File: config.mk
export PLATFORM = sky130hd
export DESIGN_NAME = turbosound_bus_master
export DESIGN_NICKNAME = d
export VERILOG_FILES = /design/src/rtl/ts_bus_pkg.sv /design/src/rtl/ts_cmd_fifo.sv /design/src/rtl/turbosound_bus_master.sv
export SDC_FILE = /design/constraint.sdc
export NUM_CORES = 1
export LEC_CHECK = 0
export ABC_CLOCK_PERIOD_IN_PS = 7900
export CAP_MARGIN = 20
export CORE_MARGIN = 8
export CORE_UTILIZATION = 63
export DETAILED_ROUTE_END_ITERATION = 8
export PLACE_DENSITY = 0.86
export SLEW_MARGIN = 40
export SYNTH_ARGS = -nofsm -noshare
export SYNTH_HDL_FRONTEND = slang
export SYNTH_HIERARCHICAL = 1
export SYNTH_SLANG_ARGS = --single-unit
File: constraint.sdc
create_clock -name CLK -period 7.9 [get_ports CLK]
set_input_delay 1.185 -clock CLK [delete_from_list [all_inputs] [get_ports CLK]]
set_output_delay 1.185 -clock CLK [all_outputs]
set_load 0.01 [all_outputs]
File: src/rtl/ts_bus_pkg.sv
// Shared types and helpers for the Turbosound-FM bus initiator.
package ts_bus_pkg;

   typedef enum logic [1:0] {
      OP_SEL  = 2'd0,
      OP_WR   = 2'd1,
      OP_RD   = 2'd2,
      OP_STAT = 2'd3
   } op_e;

   typedef enum logic [2:0] {
      ST_IDLE = 3'd0,
      ST_SEL  = 3'd1,
      ST_ADDR = 3'd2,
      ST_WR   = 3'd3,
      ST_RD   = 3'd4,
      ST_GAP  = 3'd5,
      ST_RSP  = 3'd6
   } state_e;

   // Address prefix the responder decodes as a chip-select write.
   localparam logic [4:0] SEL_PREFIX = 5'b11111;

   typedef struct packed {
      op_e        op;
      logic       chip;
      logic [7:0] addr;
      logic [7:0] data;
   } cmd_t;

   // Register accesses whose address would alias onto the select decode.
   function automatic logic is_rejected(input op_e op, input logic [4:0] addr_hi);
      return ((op == OP_WR) || (op == OP_RD)) && (addr_hi == SEL_PREFIX);
   endfunction

   // Select word: fm enable is active-low on the wire.
   function automatic logic [7:0] sel_word(input logic fm, input logic stat, input logic chip);
      return {SEL_PREFIX, ~fm, stat, chip};
   endfunction

endpackage

File: src/rtl/ts_cmd_fifo.sv
// Command FIFO; a push into a full FIFO is accepted only when a pop
// frees the slot in the same cycle.
module ts_cmd_fifo
   import ts_bus_pkg::*;
#(
   parameter int DEPTH = 8
) (
   input  logic clk,
   input  logic rst_n,
   input  logic push,
   input  cmd_t din,
   input  logic pop,
   output cmd_t dout,
   output logic full,
   output logic empty
);
   localparam int AW = $clog2(DEPTH);

   cmd_t          mem [DEPTH];
   logic [AW:0]   wr_ptr_r;
   logic [AW:0]   rd_ptr_r;
   logic          do_push_s;
   logic          do_pop_s;

   assign empty     = (wr_ptr_r == rd_ptr_r);
   assign full      = (wr_ptr_r[AW] != rd_ptr_r[AW]) &&
                      (wr_ptr_r[AW-1:0] == rd_ptr_r[AW-1:0]);
   assign do_pop_s  = pop & ~empty;
   assign do_push_s = push & (~full | do_pop_s);
   assign dout      = mem[rd_ptr_r[AW-1:0]];

   // Read/write pointers; reset empties the queue.
   always_ff @(posedge clk or negedge rst_n) begin
      if (!rst_n) begin
         wr_ptr_r <= '0;
         rd_ptr_r <= '0;
      end else begin
         if (do_push_s) wr_ptr_r <= wr_ptr_r + {{AW{1'b0}}, 1'b1};
         if (do_pop_s)  rd_ptr_r <= rd_ptr_r + {{AW{1'b0}}, 1'b1};
      end
   end

   // Entry storage, no reset needed (guarded by the pointers).
   always_ff @(posedge clk) begin
      if (do_push_s) mem[wr_ptr_r[AW-1:0]] <= din;
   end

endmodule

File: src/rtl/turbosound_bus_master.sv
// Turbosound-FM bus initiator: replays queued select/write/read commands
// as BDIR/BC bus phases paced on CE_CPU, inserting chip selects as needed.
module turbosound_bus_master
   import ts_bus_pkg::*;
#(
   parameter int FIFO_DEPTH = 8,
   parameter int HOLD_CE    = 2
) (
   input  logic       CLK,
   input  logic       RESET_N,
   input  logic       CE_CPU,
   input  logic       CMD_VALID,
   output logic       CMD_READY,
   input  logic [1:0] CMD_OP,
   input  logic       CMD_CHIP,
   input  logic [7:0] CMD_ADDR,
   input  logic [7:0] CMD_DATA,
   output logic       RSP_VALID,
   output logic [7:0] RSP_DATA,
   output logic       ERR,
   output logic       BUSY,
   output logic       BDIR,
   output logic       BC,
   output logic [7:0] BUS_DO,
   input  logic [7:0] BUS_DI
);
   localparam int CW = (HOLD_CE > 1) ? $clog2(HOLD_CE) : 1;
   localparam logic [CW-1:0] LAST_TICK = CW'(HOLD_CE - 1);

   state_e        state_r, state_n;
   state_e        prev_r, prev_n;
   cmd_t          cmd_r, cmd_n, head_s, cmd_in_s;
   logic [CW-1:0] cnt_r, cnt_n;
   logic [7:0]    bus_do_r, bus_do_n;
   logic [7:0]    rsp_data_r, rsp_data_n;
   logic          cur_chip_r, cur_chip_n;
   logic          cur_stat_r, cur_stat_n;
   logic          cur_fm_r, cur_fm_n;
   logic          rsp_valid_r, rsp_valid_n;
   logic          err_r, err_n;
   logic          bdir_r, bc_r;
   logic          pop_s, push_s, full_s, empty_s;

   // Pack the incoming command fields.
   always_comb begin
      cmd_in_s.op   = op_e'(CMD_OP);
      cmd_in_s.chip = CMD_CHIP;
      cmd_in_s.addr = CMD_ADDR;
      cmd_in_s.data = CMD_DATA;
   end

   assign CMD_READY = ~full_s | pop_s;
   assign push_s    = CMD_VALID & CMD_READY;

   ts_cmd_fifo #(.DEPTH(FIFO_DEPTH)) u_fifo (
      .clk   (CLK),
      .rst_n (RESET_N),
      .push  (push_s),
      .din   (cmd_in_s),
      .pop   (pop_s),
      .dout  (head_s),
      .full  (full_s),
      .empty (empty_s)
   );

   // Next-state, bus word, shadow and response decode.
   always_comb begin
      state_n     = state_r;
      prev_n      = prev_r;
      cmd_n       = cmd_r;
      cnt_n       = cnt_r;
      bus_do_n    = bus_do_r;
      rsp_data_n  = rsp_data_r;
      cur_chip_n  = cur_chip_r;
      cur_stat_n  = cur_stat_r;
      cur_fm_n    = cur_fm_r;
      rsp_valid_n = 1'b0;
      err_n       = 1'b0;
      pop_s       = 1'b0;
      case (state_r)
         ST_IDLE: begin
            if (!empty_s) begin
               pop_s = 1'b1;
               cmd_n = head_s;
               cnt_n = '0;
               if (is_rejected(head_s.op, head_s.addr[7:3])) begin
                  err_n = 1'b1;
               end else if (head_s.op == OP_SEL) begin
                  state_n  = ST_SEL;
                  bus_do_n = sel_word(head_s.data[1], head_s.data[0], head_s.chip);
               end else if (head_s.chip != cur_chip_r) begin
                  state_n  = ST_SEL;
                  bus_do_n = sel_word(cur_fm_r, cur_stat_r, head_s.chip);
               end else if (head_s.op == OP_STAT) begin
                  state_n = ST_RD;
               end else begin
                  state_n  = ST_ADDR;
                  bus_do_n = head_s.addr;
               end
            end else begin
               state_n = ST_IDLE;
            end
         end
         ST_SEL, ST_ADDR, ST_WR, ST_RD: begin
            if (CE_CPU) begin
               if (cnt_r == LAST_TICK) begin
                  state_n = ST_GAP;
                  prev_n  = state_r;
                  cnt_n   = '0;
                  if (state_r == ST_SEL) begin
                     // The select word already carries the new shadow values.
                     cur_chip_n = cmd_r.chip;
                     cur_stat_n = bus_do_r[1];
                     cur_fm_n   = ~bus_do_r[2];
                  end else if (state_r == ST_RD) begin
                     rsp_data_n = BUS_DI;
                  end else begin
                     cnt_n = '0;
                  end
               end else begin
                  cnt_n = cnt_r + {{(CW-1){1'b0}}, 1'b1};
               end
            end else begin
               cnt_n = cnt_r;
            end
         end
         ST_GAP: begin
            if (CE_CPU) begin
               case (prev_r)
                  ST_SEL: begin
                     if (cmd_r.op == OP_SEL) begin
                        state_n = ST_IDLE;
                     end else if (cmd_r.op == OP_STAT) begin
                        state_n = ST_RD;
                     end else begin
                        state_n  = ST_ADDR;
                        bus_do_n = cmd_r.addr;
                     end
                  end
                  ST_ADDR: begin
                     if (cmd_r.op == OP_WR) begin
                        state_n  = ST_WR;
                        bus_do_n = cmd_r.data;
                     end else begin
                        state_n = ST_RD;
                     end
                  end
                  ST_RD: begin
                     state_n     = ST_RSP;
                     rsp_valid_n = 1'b1;
                  end
                  default: state_n = ST_IDLE;
               endcase
            end else begin
               state_n = ST_GAP;
            end
         end
         ST_RSP:  state_n = ST_IDLE;
         default: state_n = ST_IDLE;
      endcase
   end

   // FSM, shadow and output registers; reset matches the responder reset.
   always_ff @(posedge CLK or negedge RESET_N) begin
      if (!RESET_N) begin
         state_r     <= ST_IDLE;
         prev_r      <= ST_IDLE;
         cmd_r       <= '0;
         cnt_r       <= '0;
         bus_do_r    <= 8'h00;
         rsp_data_r  <= 8'h00;
         cur_chip_r  <= 1'b1;
         cur_stat_r  <= 1'b1;
         cur_fm_r    <= 1'b0;
         rsp_valid_r <= 1'b0;
         err_r       <= 1'b0;
         bdir_r      <= 1'b0;
         bc_r        <= 1'b0;
      end else begin
         state_r     <= state_n;
         prev_r      <= prev_n;
         cmd_r       <= cmd_n;
         cnt_r       <= cnt_n;
         bus_do_r    <= bus_do_n;
         rsp_data_r  <= rsp_data_n;
         cur_chip_r  <= cur_chip_n;
         cur_stat_r  <= cur_stat_n;
         cur_fm_r    <= cur_fm_n;
         rsp_valid_r <= rsp_valid_n;
         err_r       <= err_n;
         bdir_r      <= (state_n == ST_SEL) || (state_n == ST_ADDR) || (state_n == ST_WR);
         bc_r        <= (state_n == ST_SEL) || (state_n == ST_ADDR) || (state_n == ST_RD);
      end
   end

   assign BDIR      = bdir_r;
   assign BC        = bc_r;
   assign BUS_DO    = bus_do_r;
   assign RSP_VALID = rsp_valid_r;
   assign RSP_DATA  = rsp_data_r;
   assign ERR       = err_r;
   assign BUSY      = (state_r != ST_IDLE) || !empty_s;

endmodule
==> run summary, run 1 <==
Drt wl/cell - 23.1 um
Rel. slew slack - 51.8%
Setup crit end kind - output port
Worst-Margin Slew - 0.723 ns
Worst-path cell chain - buf_6 -> xor2_1 -> or3_4 -> nor2_1 -> or3_4 -> nand2_1 -> clkdlybuf4s50_1
Root Buffer - clkbuf_16
Total wire length - 18,500 um
Setup Total Neg Slack - 0 ns
Cell area after layout - 10,200 um2
Hold Violations, Final - 0
Sequential power share - 38.9%
Clock Sink Count - 209
RD Place Congestion - 0.805
RR Startpoint - u_fifo/rd_ptr_r[0]$_DFFE_PN0P_
Syn Inst Count - 543
Final setup violation count - 0
Yosys warning count - 6
Slowest cell on the critical path - clkdlybuf4s50_1
Largest net degree at the start of global routing - 58
Total stage count of the critical path - 7
Clock latency on the worst-skew pair - 0.52 ns
Req. time, crit path - 6.71 ns
EDFF count, synth - 152
Max-slew violations - 0
Comb pwr share - 36.7%
Crit path DAT - 3.17 ns
Clock power share - 24.4%
Reg2reg path depth - 10
CTS tree - built
Core ar. - 13,700 um2
Global route overflow - 0
Post-CTS sizing - 0
CP bufs+invs - 2
Most frequent CP cell - or3_4
Nets@finish - 640
First-pass DRT Iterations - 4
N_diodes - 0
Minimum clock period - 4.35 ns
Max Cap Violations - 0
P&R area growth vs syn - 16.5%
Hold endpoint - cur_fm_r$_DFFE_PN0P_
P_leak - 3.65 nW
DRC - 0
Most frequent cells in the layout - edfxtp_1 (152), nand2_1 (73), dfrtp_1 (53)
Synth area leader - edfxtp_1
Die Wd - 134 um
Post-synth top area share - 52.0%
Core Util, Final - 74.5%
Proportion of synthesized chip area in sequential cells - 68.3%
Startpoint types - flip-flop
Status - completed
Skew final - 0.0295 ns
PD cells - 416 nW/um2
Switch Pwr - 0.00145 W
Dpl cell area - 9470 um2
Initial cell density of the core - 64.0%
Min-Delay Startpoint - BUS_DO[2]$_DFFE_PN0P_
WS Path Type - flip-flop to output port
Post-synthesis cell area - 8780 um2
Vias in the first global route - 5,217
Post-route ant nets - 0
Setup bufs post-CTS - 0
All-Layer GR Usage - 20.9%
H-tree Lvls - 1
Worst Hold Depth - 1
Mapped Nets - 581
Hold Crit Class - flip-flop to flip-flop
DR vias/cell - 6.17
Vias - 4,923
Post-synth top flop - edfxtp_1
Commonest non-fill, non-tap cell in the layout - edfxtp_1
Critical path's top delay family - buffers and inverters
Unrepaired setup endpoints after global routing - false
Die Height - 134 um
Share of layout cells above drive strength 1 - 22.8%
Critical R2R Capture - u_fifo/mem[3][1]$_DFFE_PP_
Initial antenna violation count - 0
Post-synth ARST share - 27.3%
Fin crit share - 55.1%
Standard-cell rows - 43
Register-to-register setup slack - 4.18 ns
Hold_buf cts - 0
Input/output buffers - 52
Max frequency - 0.230 GHz
Peak supply drop - 0.000295 V
Top-Level Pins - 53
Syn avg cell area - 16.2 um2
Clk slew on worst S/H paths - 0.06 ns
Clock Path Buffers - 3
P_int - 0.00280 W
Die Area - 18,000 um2
Max stage delay on crit path - 0.54 ns
DR iter-0 viols - 567
Hpwl dp - 11,100 um
Num CTS Buffers - 22
First-pass GRT wire length - 28,900 um
Sw Ratio - 34.2%
Worst-path maximum fanout - 42
Synthesized flop and latch total - 209
Distinct cells, synth - 56
Largest cells by area after synthesis - edfxtp_1 (52%), dfrtp_1 (16%), mux4_2 (9.8%)
## cells in the mapped netlist (all sizes together), types with 2 or more instances
library cell	instances
a211oi	4
a21oi	11
a31oi	2
and2	2
buf	11
clkbuf	17
dfrtp	55
dfstp	2
edfxtp	152
ha	7
inv	11
mux2	38
mux2i	9
mux4	38
nand2	73
nand2b	2
nand3	3
nand4	3
nor2	21
nor2b	2
nor3	12
nor3b	3
nor4	2
nor4bb	3
o211ai	3
o21a	2
o21ai	17
o22ai	2
o31ai	2
or2b	2
or3	3
xnor2	8
xor2	5
## stage by stage
stage	setup slack, ns	hold WS (ns)	std cells	total power (W)
2_1_floorplan	3.80	0.440	543	0.00276
3_3_place_gp	3.94	0.453	758	0.00311
3_5_place_dp	3.87	0.463	758	0.00319
4_1_cts	3.33	0.474	798	0.00427
5_1_grt	3.36	0.496	798	0.00447
6_report	3.55	0.475	798	0.00425
## area by class of cell
cell class | instances | area, um2
Fill cell | 769 | 3500
Sequential cell | 209 | 6000
Multi-Input combinational cell | 294 | 2610
Clock inverter | 9 | 126
Tap cell | 180 | 225
Timing Repair Buffer | 63 | 602
Clock buffer | 31 | 614
Inverter | 12 | 46.3
## flip-flops by register name, summed over array words and instances (netlist names), 3 cells and up
name             flops
state_r              3
u_fifo/rd_ptr_r      4
prev_r               3
u_fifo/mem         152
cmd_r               19
RSP_DATA             8
BUS_DO               8
u_fifo/wr_ptr_r      4
## how the worst max path moves through the flow
stage / startpoint / to / slack, ns
final: u_fifo/rd_ptr_r[0]$_DFFE_PN0P_ / CMD_READY / 3.55
after global placement: u_fifo/rd_ptr_r[0]$_DFFE_PN0P_ / CMD_READY / 3.94
after global routing: u_fifo/rd_ptr_r[0]$_DFFE_PN0P_ / CMD_READY / 3.36
after floorplan: u_fifo/wr_ptr_r[0]$_DFFE_PN0P_ / u_fifo/mem[2][0]$_DFFE_PP_ / 3.80
after CTS: u_fifo/rd_ptr_r[0]$_DFFE_PN0P_ / CMD_READY / 3.33
after detailed placement: u_fifo/rd_ptr_r[0]$_DFFE_PN0P_ / CMD_READY / 3.87
## metal layers
layer  wire (um)  track usage [%]  part of all wire, %  vias to the layer above
li1            -                -                    -                     2180
met1        7410             27.1                   40                     2493
met2        9230             35.1                   50                      213
met3        1320             4.04                  7.2                       37
met4         498             6.99                  2.7                        0
met5           0                0                    0                        -
## cells by family (layout without fill, tap and decap cells)
logic type	Yosys count	count (layout)	synth area share, %
and+or+nand+nor	138	138	7.41
muxes	85	85	15.7
xor gates and xnor gates	13	13	1.30
adders and majority gates	7	7	0.998
DFF	209	209	68.3
AOI/OAI and AO/OA	51	51	4.21
buffers and inverters	40	115	2.14
## power groups by stage
stage	sequential, W	combinational (W)	clock, W
after floorplan	0.00159	0.00117	0
after global placement	0.00164	0.00148	0
after detailed placement	0.00166	0.00153	0
after CTS	0.00165	0.00156	0.00106
after global routing	0.00168	0.00169	0.00110
final	0.00165	0.00156	0.00104
Note: power is estimated with default switching activity, not from simulation.
==> run 2: changes to the inputs <==
- ABC_CLOCK_PERIOD_IN_PS: 7900 -> 3800
- CORE_UTILIZATION: 63 -> 53
- PLACE_DENSITY: 0.86 -> 0.77
- clock period: 7.9 -> 3.8 ns (I/O delays scaled with it)
==> run 2 against run 1 <==
Compared with the run above:
- final cell count up 5.1%
- clock power rose by 76%
- routed wire length down 7.5%
- clock-buffer cell count down 4
- sequential share of layout area grew 0.32 points
- worst setup slack worse by 3.2 ns
- critical path type unchanged
- critical endpoint unchanged
- largest power group unchanged
- highest routed layer unchanged
==> run summary, run 2 (synthesis results as in run 1) <==
Setup bufs post-CTS - 0 (unchanged)
Global route overflow - 0 (unchanged)
P_leak - 3.61 nW (was 3.65 nW)
WS Path Type - flip-flop to output port (unchanged)
Hold_buf cts - 0 (unchanged)
Req. time, crit path - 3.23 ns (was 6.71 ns)
Num CTS Buffers - 21 (was 22)
Clock Path Buffers - 3 (unchanged)
Fin crit share - 89.8%
Die Area - 20,900 um2 (was 18,000 um2)
Finished Layout Cells - 839 (was 798)
Post-route ant nets - 0 (unchanged)
Max Cap Violations - 0 (unchanged)
Placed insts - 802 (was 758)
Post-layout worst setup margin - 0.388 ns (was 3.55 ns)
All-Layer GR Usage - 17.3% (was 20.9%)
Skew final - 0.00959 ns (was 0.0295 ns)
Top-Level Pins - 53 (unchanged)
Total wire length - 17,100 um (was 18,500 um)
Drt wl/cell - 20.4 um (was 23.1 um)
H-tree Lvls - 1 (unchanged)
Hold Crit Class - input pin to async pin (was flip-flop to flip-flop)
Vias - 4,735 (was 4,923)
Standard-cell rows - 47 (was 43)
Input/output buffers - 52 (unchanged)
Pwr Total - 0.00848 W (was 0.00425 W)
Unrepaired setup endpoints after global routing - false (unchanged)
Critical path's top delay family - simple AND/OR/NAND/NOR gates (was buffers and inverters)
CP bufs+invs - 1 (was 2)
Area of the multi-input gates - 2620 um2 (was 2610 um2)
Max FFs per register - 152 (unchanged)
Crit path DAT - 2.84 ns (was 3.17 ns)
Largest net degree at the start of global routing - 44 (was 58)
Setup Total Neg Slack - 0 ns (unchanged)
Worst-path cell chain - xor2_1 -> or3_4 -> nor2_1 -> or3_4 -> nand2_1 -> clkdlybuf4s50_1 (was buf_6 -> xor2_1 -> or3_4 -> nor2_1 -> or3_4 -> nand2_1 -> clkdlybuf4s50_1)
Clock latency on the worst-skew pair - 0.49 ns (was 0.52 ns)
Pre-CTS WS - 0.593 ns (was 3.87 ns)
Max-slew violations - 0 (unchanged)
N_diodes - 0 (unchanged)
Core ar. - 16,400 um2 (was 13,700 um2)
Vias in the first global route - 5,149 (was 5,217)
RD Place Congestion - 0.876 (was 0.805)
DR vias/cell - 5.64 (was 6.17)
Rel. slew slack - 58.3% (was 51.8%)
Setup crit end kind - output port (unchanged)
Worst-path maximum fanout - 20 (was 42)
Startpoint types - flip-flop (unchanged)
Max stage delay on crit path - 0.55 ns (was 0.54 ns)
Post-CTS sizing - 0 (unchanged)
First-pass DRT Iterations - 4 (unchanged)
DRC - 0 (unchanged)
Die Wd - 145 um (was 134 um)
CTS tree - built (unchanged)
P&R area growth vs syn - 15.8% (was 16.5%)
First-pass GRT wire length - 28,000 um (was 28,900 um)
Worst-Margin Slew - 0.624 ns (was 0.723 ns)
Initial antenna violation count - 0 (unchanged)
Slowest cell on the critical path - clkdlybuf4s50_1 (unchanged)
Status - completed (unchanged)
Peak supply drop - 0.000399 V (was 0.000295 V)
Commonest non-fill, non-tap cell in the layout - edfxtp_1 (unchanged)
Max frequency - 0.293 GHz
Filler instances - 1,170 (was 769)
Hpwl dp - 11,000 um (was 11,100 um)
Minimum clock period - 3.41 ns
Share of layout cells above drive strength 1 - 22.1% (was 22.8%)
Hold Violations, Final - 0 (unchanged)
DR iter-0 viols - 370 (was 567)
Clk slew on worst S/H paths - 0.06 ns (about the same)
Nets@finish - 643 (was 640)
PD cells - 835 nW/um2 (was 416 nW/um2)
Initial cell density of the core - 53.5% (was 64.0%)
FF/Latch Area - 5990 um2 (was 6000 um2)
Clock Sink Count - 209 (unchanged)
Root Buffer - clkbuf_16 (unchanged)
Most frequent CP cell - or3_4 (unchanged)
Die Height - 145 um (was 134 um)
Hold_ws - 0.0804 ns (was 0.475 ns)
Final setup violation count - 0 (unchanged)
Most frequent cells in the layout - edfxtp_1 (152), nand2_1 (73), dfrtp_1 (54) (was edfxtp_1 (152), nand2_1 (73), dfrtp_1 (53))
## run 2: cell types whose count changed in the layout (fill, tap and decap cells not counted), moves of 2 or more
cell	before	now
nor2_2	0	2
buf_4	10	15
bufinv_16	2	0
clkinv_1	0	6
clkbuf_8	3	1
nor2_1	21	19
## run 2: layout make-up
class,instances,share of cell area (%)
sequential,209,59.0
multi-input combinational,294,25.7
timing repair buffer,67,6.18
clock buffer,27,5.49
tap,220,2.71
clock inverter,10,0.455
inverter,12,0.455
## run 2: worst register-to-register path, delay by kind of cell (launching register included)
| kind | cells | cell delay [ns] |
|---|---|---|
| and+or+nand+nor | 7 | 1.53 |
| DFF | 1 | 0.53 |
| buffers and inverters | 2 | 0.45 |
| xor gates and xnor gates | 1 | 0.27 |
| AOI/OAI and AO/OA | 1 | 0.12 |
## run 2: layer usage
layer	wire length, um	GRT usage (%)	vias up
met3	1090	3.61	28
met1	7230	21.8	2389
met5	0	0	-
li1	-	-	2186
met2	8410	30.0	132
met4	354	4.71	0
## run 2: path summary, 6_finish.rpt
check	slack, ns	cells past startpoint	to	startpoint
min in group CLK	0.47	2	cmd_r[16]$_DFFE_PN0P_	cmd_r[16]$_DFFE_PN0P_
hold / removal	0.08	1	u_fifo/rd_ptr_r[1]$_DFFE_PN0P_	RESET_N
max in group asynchronous	2.85	2	cur_chip_r$_DFFE_PN1P_	RESET_N
hold reg to reg	0.47	2	cmd_r[16]$_DFFE_PN0P_	cmd_r[16]$_DFFE_PN0P_
setup / recovery	0.39	6	CMD_READY	u_fifo/wr_ptr_r[0]$_DFFE_PN0P_
setup reg to reg	0.55	11	u_fifo/mem[0][8]$_DFFE_PP_	u_fifo/wr_ptr_r[0]$_DFFE_PN0P_
## run 2: power breakdown
group	internal [W]	switching (W)	leakage, nW
Clock	0.00103	0.000794	0.298
Combinational	0.00152	0.00175	1.25
Sequential	0.00304	0.000351	2.06
## run 2: stage by stage
stage / instance area, um2 / util [%]
global placement: 9550 / 58.2
CTS: 10200 / 61.9
global route: 10200 / 62.0
finish: 10200 / 62.0
detailed placement: 9550 / 58.2
floorplan: 8790 / -
